**config.mk**
```make
export PLATFORM = sky130hd
export DESIGN_NAME = uart_rx_fifo
export DESIGN_NICKNAME = d
export VERILOG_FILES = /design/src/rtl/uart_rx_fifo.sv
export SDC_FILE = /design/constraint.sdc
export NUM_CORES = 1
export LEC_CHECK = 0
export BUFFER_PORTS_ARGS = -buffer_cell sky130_fd_sc_hd__buf_2
export CELL_PAD_IN_SITES_DETAIL_PLACEMENT = 0
export CELL_PAD_IN_SITES_GLOBAL_PLACEMENT = 1
export CORE_MARGIN = 4
export CORE_UTILIZATION = 30
export DETAILED_ROUTE_END_ITERATION = 6
export PLACE_DENSITY_LB_ADDON = 0.1
export SLEW_MARGIN = 20
export SYNTH_ARGS = -nofsm -noshare
export SYNTH_HDL_FRONTEND = slang
export SYNTH_SLANG_ARGS = --single-unit
```
**constraint.sdc**
```tcl
create_clock -name clk -period 6.04 [get_ports clk]
set_clock_uncertainty 0.1 [all_clocks]
set_input_delay 0.302 -clock clk [delete_from_list [all_inputs] [get_ports clk]]
set_output_delay 0.302 -clock clk [all_outputs]
set_load 0.02 [all_outputs]
```
**src/rtl/uart_rx_fifo.sv**
```systemverilog
// rtl/uart_rx_fifo.sv - UART receiver with 3-sample majority voting, break detection
// and a first-word-fall-through receive FIFO.
module uart_rx_fifo #(
   parameter int DATA_WIDTH = 8,
   parameter int DIV_WIDTH  = 16,
   parameter int FIFO_DEPTH = 16
) (
   input  logic                            clk,
   input  logic                            rst,
   input  logic                            i_rxd,
   input  logic [DIV_WIDTH-1:0]            i_div,
   input  logic [1:0]                      i_parity,
   input  logic                            i_stop2,
   output logic [DATA_WIDTH-1:0]           o_data,
   output logic                            o_valid,
   input  logic                            i_ready,
   output logic [$clog2(FIFO_DEPTH):0]     o_count,
   output logic                            o_busy,
   output logic                            o_parity_error,
   output logic                            o_frame_error,
   output logic                            o_overrun_error,
   output logic                            o_break
);

   localparam int AW = $clog2(FIFO_DEPTH);
   localparam int CW = AW + 1;
   localparam int IW = $clog2(DATA_WIDTH);

   localparam logic [2:0] S_IDLE   = 3'd0;
   localparam logic [2:0] S_START  = 3'd1;
   localparam logic [2:0] S_DATA   = 3'd2;
   localparam logic [2:0] S_PARITY = 3'd3;
   localparam logic [2:0] S_STOP   = 3'd4;

   logic                  sync1_q, sync1_d, sync2_q, sync2_d, dly_q, dly_d;
   logic [2:0]            state_q, state_d;
   logic [DIV_WIDTH-1:0]  cnt_q, cnt_d, div_q, div_d;
   logic [IW-1:0]         bit_idx_q, bit_idx_d;
   logic                  stop_idx_q, stop_idx_d;
   logic [1:0]            smp_q, smp_d;
   logic [DATA_WIDTH-1:0] data_q, data_d;
   logic                  par_bit_q, par_bit_d, par_bad_q, par_bad_d;
   logic                  stop_bad_q, stop_bad_d, brk_wait_q, brk_wait_d;
   logic [1:0]            par_mode_q, par_mode_d;
   logic                  stop2_q, stop2_d;
   logic                  pe_q, pe_d, fe_q, fe_d, ov_q, ov_d, brk_q, brk_d;
   logic [AW-1:0]         wptr_q, wptr_d, rptr_q, rptr_d;
   logic [CW-1:0]         count_q, count_d;
   logic [DATA_WIDTH-1:0] mem_q [FIFO_DEPTH];

   logic                  rxd_s, fall, vote, par_en, sbad;
   logic                  at_h_m1, at_h, at_h_p1, at_end;
   logic [DIV_WIDTH-1:0]  half;
   logic                  push, pop, full, empty, wr;

   assign rxd_s   = sync2_q;
   assign fall    = dly_q & ~sync2_q;
   assign half    = div_q >> 1;
   assign at_h_m1 = (cnt_q == half - DIV_WIDTH'(1));
   assign at_h    = (cnt_q == half);
   assign at_h_p1 = (cnt_q == half + DIV_WIDTH'(1));
   assign at_end  = (cnt_q == div_q - DIV_WIDTH'(1));
   assign vote    = (smp_q[1] & smp_q[0]) | (smp_q[1] & rxd_s) | (smp_q[0] & rxd_s);
   assign par_en  = (par_mode_q == 2'd1) || (par_mode_q == 2'd2);
   assign sbad    = stop_bad_q | ~vote;

   always_comb begin
      sync1_d    = i_rxd;
      sync2_d    = sync1_q;
      dly_d      = sync2_q;
      state_d    = state_q;
      cnt_d      = at_end ? '0 : cnt_q + DIV_WIDTH'(1);
      div_d      = div_q;
      bit_idx_d  = bit_idx_q;
      stop_idx_d = stop_idx_q;
      smp_d      = smp_q;
      data_d     = data_q;
      par_bit_d  = par_bit_q;
      par_bad_d  = par_bad_q;
      stop_bad_d = stop_bad_q;
      brk_wait_d = brk_wait_q;
      par_mode_d = par_mode_q;
      stop2_d    = stop2_q;
      pe_d       = 1'b0;
      fe_d       = 1'b0;
      brk_d      = 1'b0;
      push       = 1'b0;

      if (at_h_m1) smp_d[1] = rxd_s;
      if (at_h)    smp_d[0] = rxd_s;

      case (state_q)
         S_IDLE: begin
            cnt_d = '0;
            // After a break the line must return high before a new start edge counts.
            if (brk_wait_q) begin
               if (rxd_s) brk_wait_d = 1'b0;
            end else if (fall) begin
               state_d    = S_START;
               div_d      = i_div;
               par_mode_d = i_parity;
               stop2_d    = i_stop2;
               data_d     = '0;
               par_bit_d  = 1'b0;
               par_bad_d  = 1'b0;
               stop_bad_d = 1'b0;
               bit_idx_d  = '0;
               stop_idx_d = 1'b0;
            end
         end
         S_START: begin
            if (at_h_p1 && vote) begin
               fe_d    = 1'b1;
               state_d = S_IDLE;
            end else if (at_end) begin
               state_d   = S_DATA;
               bit_idx_d = '0;
            end
         end
         S_DATA: begin
            if (at_h_p1) data_d[bit_idx_q] = vote;
            if (at_end) begin
               if (bit_idx_q == IW'(DATA_WIDTH - 1)) begin
                  state_d    = par_en ? S_PARITY : S_STOP;
                  stop_idx_d = 1'b0;
               end else begin
                  bit_idx_d = bit_idx_q + IW'(1);
               end
            end
         end
         S_PARITY: begin
            if (at_h_p1) begin
               par_bit_d = vote;
               par_bad_d = (par_mode_q == 2'd1) ? ((^data_q) != vote) : ((^data_q) == vote);
            end
            if (at_end) state_d = S_STOP;
         end
         S_STOP: begin
            // Complete mid-way through the last stop bit so a following start edge is not missed.
            if (at_h_p1) begin
               if (stop_idx_q == stop2_q) begin
                  state_d = S_IDLE;
                  if (sbad) begin
                     if ((data_q == '0) && !par_bit_q) begin
                        brk_d      = 1'b1;
                        brk_wait_d = 1'b1;
                     end else begin
                        fe_d = 1'b1;
                     end
                  end else if (par_bad_q) begin
                     pe_d = 1'b1;
                  end else begin
                     push = 1'b1;
                  end
               end else begin
                  stop_bad_d = sbad;
               end
            end else if (at_end) begin
               stop_idx_d = 1'b1;
            end
         end
         default: state_d = S_IDLE;
      endcase
   end

   assign full  = (count_q == CW'(FIFO_DEPTH));
   assign empty = (count_q == '0);
   assign pop   = !empty && i_ready;
   assign wr    = push && (!full || pop);

   always_comb begin
      ov_d    = push && full && !pop;
      wptr_d  = wptr_q + AW'(wr);
      rptr_d  = rptr_q + AW'(pop);
      count_d = count_q + CW'(wr) - CW'(pop);
   end

   always_ff @(posedge clk) begin
      if (rst) begin
         sync1_q    <= 1'b1;
         sync2_q    <= 1'b1;
         dly_q      <= 1'b1;
         state_q    <= S_IDLE;
         cnt_q      <= '0;
         div_q      <= '0;
         bit_idx_q  <= '0;
         stop_idx_q <= 1'b0;
         smp_q      <= '0;
         data_q     <= '0;
         par_bit_q  <= 1'b0;
         par_bad_q  <= 1'b0;
         stop_bad_q <= 1'b0;
         brk_wait_q <= 1'b0;
         par_mode_q <= '0;
         stop2_q    <= 1'b0;
         pe_q       <= 1'b0;
         fe_q       <= 1'b0;
         ov_q       <= 1'b0;
         brk_q      <= 1'b0;
         wptr_q     <= '0;
         rptr_q     <= '0;
         count_q    <= '0;
      end else begin
         sync1_q    <= sync1_d;
         sync2_q    <= sync2_d;
         dly_q      <= dly_d;
         state_q    <= state_d;
         cnt_q      <= cnt_d;
         div_q      <= div_d;
         bit_idx_q  <= bit_idx_d;
         stop_idx_q <= stop_idx_d;
         smp_q      <= smp_d;
         data_q     <= data_d;
         par_bit_q  <= par_bit_d;
         par_bad_q  <= par_bad_d;
         stop_bad_q <= stop_bad_d;
         brk_wait_q <= brk_wait_d;
         par_mode_q <= par_mode_d;
         stop2_q    <= stop2_d;
         pe_q       <= pe_d;
         fe_q       <= fe_d;
         ov_q       <= ov_d;
         brk_q      <= brk_d;
         wptr_q     <= wptr_d;
         rptr_q     <= rptr_d;
         count_q    <= count_d;
      end
   end

   // Storage needs no reset; emptiness is tracked by the pointers and count.
   always_ff @(posedge clk) begin
      if (wr) mem_q[wptr_q] <= data_q;
   end

   assign o_data          = empty ? '0 : mem_q[rptr_q];
   assign o_valid         = !empty;
   assign o_count         = count_q;
   assign o_busy          = (state_q != S_IDLE);
   assign o_parity_error  = pe_q;
   assign o_frame_error   = fe_q;
   assign o_overrun_error = ov_q;
   assign o_break         = brk_q;

endmodule

```
# Word-level counts from Yosys, hierarchy flattened
# Memories as Yosys holds them, arrays and structs flattened. A register that Yosys moved wholly into a read port is not among the register bits.
# Index checks and enable logic that the tools add are counted.
# Widths: inputs -> output; s select.
classes:
  addsub: 9
  n_eq_ne: 33
  bitwise: 14
  order_cmp: 2
  n_mux: 64
  reduce_logical: 34
op_table:
  columns: ["operator", "count"]
  rows:
  - ["$eq 16x16->1", 3]
  - ["$mux 3", 16]
  - ["$ne 2x2->1 const B", 17]
  - ["$mux 1", 32]
  - ["$mux 8", 4]
  - ["$add 15x1->16 const B", 1]
  - ["$add 16x1->16 const B", 1]
  - ["$eq 16x15->1", 1]
  - ["$pmux 8 s2", 1]
  - ["$sub 15x1->16 const B", 1]
  - ["$sub 16x1->16 const B", 1]
  - ["$pmux 3 s5", 1]
  - ["$reduce_and 7->1", 2]
  - ["$pmux 1 s2", 5]
  - ["$reduce_and 5->1", 2]
  - ["$reduce_or 5->1", 2]
  - ["$pmux 3 s3", 1]
  - ["$reduce_bool 3->1", 3]
  - ["$add 4x1->4", 2]
  - ["$bwmux 8", 1]
  - ["$logic_not 8->1", 1]
  - ["$reduce_and 4->1", 2]
  - ["$reduce_and 8->1", 1]
  - ["$reduce_xor 8->1", 1]
  - ["28 further kinds", 54]
word_totals:
  input_bits: 23
  mem_bits_rw: 128
  out_inout_bits: 19
  word_cells: 181
  mem_count: 1
  register_bits: 76
memory_table:
  columns: ["memory", "words", "word_bits", "read_ports", "rd_clocked_by_memory_dff", "write_ports", "line_no", "text"]
  rows:
  - ["mem_q", 16, 8, 1, 1, 1, "49", "logic [DATA_WIDTH-1:0] mem_q [FIFO_DEPTH];"]

# Logic depth before layout (Yosys ltp)
logic_depth:
  ltp_word: 12
  mapped_depth: 22
  ltp_nobuf: 18

# Least setup slack after synthesis
# Ideal clock, no wire load.
synth_timing:
  kind: "reg2reg"
  startpoint: "register div_q[2]"
  endpoint: "register count_q[4], in the netlist o_count[4]"
  required_time_ns: 5.870
  arrival_ns: 4.129
  path_stages_with_launch: 23
  setup_ns: 0.070
  synth_period_minus_slack_ns: 4.299
  path_buffers: 4
  setup_slack_ns: 1.741
  path_cell_list: "dfxtp_1 > clkbuf_1 > inv_1 > ha_1 > xnor2_1 > nor4bb_1 > o2111a_1 > and4_1 > buf_4 > nand2b_4 > or4_4 > buf_6 > buf_6 > ha_1 > inv_1 > ha_1 > inv_1 > fa_1 > inv_1 > a21oi_1 > nor2_1 > or3_1 > a21oi_1"
synth_between:
  elab_chain_len: 7
synth_rtl:
  columns: ["element", "line_no", "text"]
  rows:
  - ["start, declared", "37", "logic [DIV_WIDTH-1:0] cnt_q, cnt_d, div_q, div_d;"]
  - ["start signal, assigned", "209", "div_q <= div_d;"]
  - ["$add 15x1->16", "61", "assign at_h_p1 = (cnt_q == half + DIV_WIDTH'(1));"]
  - ["$eq 16x16->1", "61", null]
  - ["$mux 1", "140", "if (at_h_p1) begin"]
  - ["$mux 1", "92", "case (state_q)"]
  - ["$logic_and 1x1->1", "169", "assign wr = push && (!full || pop);"]
  - ["$add 5x1->5", "175", "count_d = count_q + CW'(wr) - CW'(pop);"]
  - ["$sub 5x1->5", "175", null]
  - ["end signal, assigned", "226", "count_q <= count_d;"]
  - ["end, declared", "48", "logic [CW-1:0] count_q, count_d;"]
# Every way passes these cells.
# A chain may end at the register's enable or synchronous reset.

# Final worst setup path
# Ends and elaborated chain as after synthesis.

==> results_dict.tcl <==
set metrics [dict create \
    fin_ws_ps 1120 \
    yosys.area.top_type_share_pct 37.5 \
    postCtsSetupBuffers 0 \
    cts_tree "yes" \
    irDropWorstVdd_uv 234 \
    hold_path_startpoint "i_ready" \
    grt_pass1_wl_mm 42.9 \
    synthCells 893 \
    grt_pass1_vias 7079 \
    n_fill_cell 3328 \
    register_area_mm2 0.00537 \
    startpoint "div_q[2]$_SDFFE_PP0P_" \
    antenna_found_initial 0 \
    drv_slew 0 \
    cp-end-kind "flop" \
    crit_chain "ha_1 -> nand4_1 -> or3_1 -> a21oi_1 -> o2111a_1 -> and4_1 -> nand2b_4 -> or4_4 -> ha_1 -> inv_1 -> ha_1 -> inv_1 -> fa_1 -> inv_1 -> a21oi_1 -> nor2_1 -> or3_1 -> a21oi_1" \
    netlist_top_cells_count "edfxtp_1 (128), dfxtp_1 (76), nor2_1 (75)" \
    syn2layout_area_growth_pct 16.6 \
    clockRootBuffer "clkbuf_16" \
    multi_input_area_mm2 0.00453 \
    wire_per_inst_um 19.2 \
    cts.sinks 204 \
    synth_seq_cells 204 \
    ioPinCount 42 \
    final_util_pct 35.6 \
    slew_headroom_pct 44.9 \
    dp_slack_ps 1100 \
    holdBufCountCts 20 \
    timing.final.crit_share_pct 81.5 \
    regToRegStartpoint "div_q[2]$_SDFFE_PP0P_" \
    gp_congestion 0.796 \
    start_util_pct 30.5 \
    drtPass1Iterations 5 \
    maxCapViolations 0 \
    crit_required_ps 6400 \
    path_clk_slew_ps 60 \
    dp_hpwl_mm 18.7 \
    worst_setup_path_start_kind "flop" \
    cts_buffers 25 \
    yosysSeqAreaShare_pct 52.3 \
    grtUsageTotal_pct 14.8 \
    async_reset_ff_share_pct 0 \
    die-area_mm2 0.0372 \
    drt_wl_total_mm 26.9 \
    syn_nets 939 \
    diodes 0 \
    netlist_area_mm2 0.0102 \
    fmax_mhz 203 \
    yosys.area.top_type "edfxtp_1" \
    portBuffers 41 \
    synth-warning-count 0 \
    p_int_w 0.00315 \
    r2r_end "o_count[4]$_SDFF_PP0_" \
    synth_edf_count 128 \
    power.share.switching_pct 35.0 \
    hold_class "input pin to flop" \
    drive_gt1_share_pct 17.8 \
    r2r_slack_ps 1120 \
    synth_area_leaders "edfxtp_1 (38%), dfxtp_1 (15%), mux4_2 (8.8%)" \
    p_per_area_mw_per_mm2 406 \
    drt.antenna.violating_nets 0 \
    cts-htree-levels 1 \
    cts_resized 0 \
    cp_top_family "simple AND/OR/NAND/NOR gates" \
    rsz0062_at_grt "false" \
    clk_latency_ps 530 \
    via_count 6939 \
    synth_cell_types 71 \
    clock_path_buffers 3 \
    die_y_um 193 \
    min_to "o_overrun_error$_SDFF_PP0_" \
    yosysMostFrequentCell "edfxtp_1" \
    grt_max_degree 37 \
    std_cell_rows 67 \
    holdPathStages 4 \
    drt_iter0_drc 343 \
    p_sw_w 0.00170 \
    cp_max_fo 18 \
    drc_errors 0 \
    path_buf_inv 3 \
    core_mm2 0.0336 \
    power_w 0.00486 \
    hold_viol 0 \
    combPwrFrac_pct 34.4 \
    slowest_stage "or4_4" \
    fin_crit_ps 4920 \
    tns_ps 0 \
    finalSetupViolations 0 \
    overflow 0 \
    rr_worst_depth 18 \
    power.share.clock_pct 30.4 \
    crit_arrival_ps 5280 \
    status "completed" \
    syn_area_per_cell_um2 11.5 \
    synthFlopType "edfxtp_1" \
    max_stage_delay_ps 690 \
    nets 984 \
    power.leakage_nw 4.12 \
    avgViaCountPerCell 4.95 \
    path_class "flop to flop" \
    worst_slew_pin_slew_ps 823 \
    seqPwrFrac_pct 35.2 \
    die_x_um 193 \
]
[worst min-delay path, stage by stage]
cell     delay [ps]
buf_2           100
nor3b_1         100
nand2_1          80
nor3_1           60
[area by class of cell]
cell class	count	share of cell area, %
Sequential cell	204	44.9
Multi-Input combinational cell	595	37.9
Clock buffer	38	5.98
Timing Repair Buffer	84	4.84
Tap cell	448	4.69
Inverter	28	0.879
Clock inverter	6	0.816
[cells in the final DEF (no fill, tap or decap), drive strengths merged, types with 5 or more instances in the layout]
cell,synthesis,layout
buf,27,64
and3,13,13
clkbuf,39,38
dfxtp,76,76
inv,28,29
edfxtp,128,128
or2,5,5
mux2i,5,5
and4,7,7
xor2,35,35
ha,22,22
nand2b,12,12
a21oi,44,44
or3,8,8
nor2b,18,18
nand2,73,73
xnor2,37,37
nand4,13,13
o32ai,5,5
nor4b,7,7
nor3,25,25
o21ai,22,22
dlygate4sd3,0,20
nand3,32,32
nor2,75,75
a31oi,9,9
nor4,16,16
a21o,7,7
mux4,40,40
[power by group through the flow]
stage	clock, W	combinational, W	sequential [W]
after floorplan	0	0.00134	0.00164
after global placement	0	0.00171	0.00174
after detailed placement	0	0.00168	0.00174
after CTS	0.00153	0.00170	0.00171
after global routing	0.00158	0.00189	0.00173
final	0.00148	0.00167	0.00171
[per-stage QoR]
| step | area, um2 | instances | hold slack, ps |
|---|---|---|---|
| 3_3_place_gp | 10900 | 1339 | 308 |
| 4_1_cts | 12000 | 1403 | 90.5 |
| 5_1_grt | 12000 | 1403 | 98.4 |
| 2_1_floorplan | 10200 | 893 | 289 |
| 6_report | 12000 | 1403 | 79.7 |
| 3_5_place_dp | 10900 | 1339 | 303 |
[how the worst max path moves through the flow]
| stage | end | cells past startpoint |
|---|---|---|
| after floorplan | o_count[4]$_SDFF_PP0_ | 22 |
| after global placement | o_count[4]$_SDFF_PP0_ | 18 |
| after detailed placement | o_count[4]$_SDFF_PP0_ | 18 |
| after CTS | o_count[4]$_SDFF_PP0_ | 18 |
| after global routing | o_count[4]$_SDFF_PP0_ | 18 |
| final | o_count[4]$_SDFF_PP0_ | 18 |
[registers in the layout, indices dropped and copies added, names as in the netlist, 2 cells and up]
signal and flops:
cnt_q 16, smp_q 2, state_q 3, wptr_q 4, rptr_q 4, par_mode_q 2, data_q 8, bit_idx_q 3
o_count 5, mem_q 128, div_q 16
[kinds of logic after synthesis]
group | share of synthesized area [%]
AND/OR/NAND/NOR | 17.1
flip-flops | 52.3
AO/OA/AOI/OAI | 8.03
buffers and inverters | 4.02
XOR/XNOR | 6.15
multiplexers | 9.50
adder cells (fa/ha/maj) | 2.88
[routing by layer]
| layer | vias up | share of wire (%) | track usage (%) |
|---|---|---|---|
| met5 | - | 0 | 0 |
| met4 | 0 | 1.8 | 3.13 |
| met3 | 32 | 3.6 | 2.04 |
| met2 | 123 | 50 | 26.1 |
| met1 | 3392 | 44 | 19.4 |
| li1 | 3392 | - | - |
Note: power is estimated with default switching activity, not from simulation.
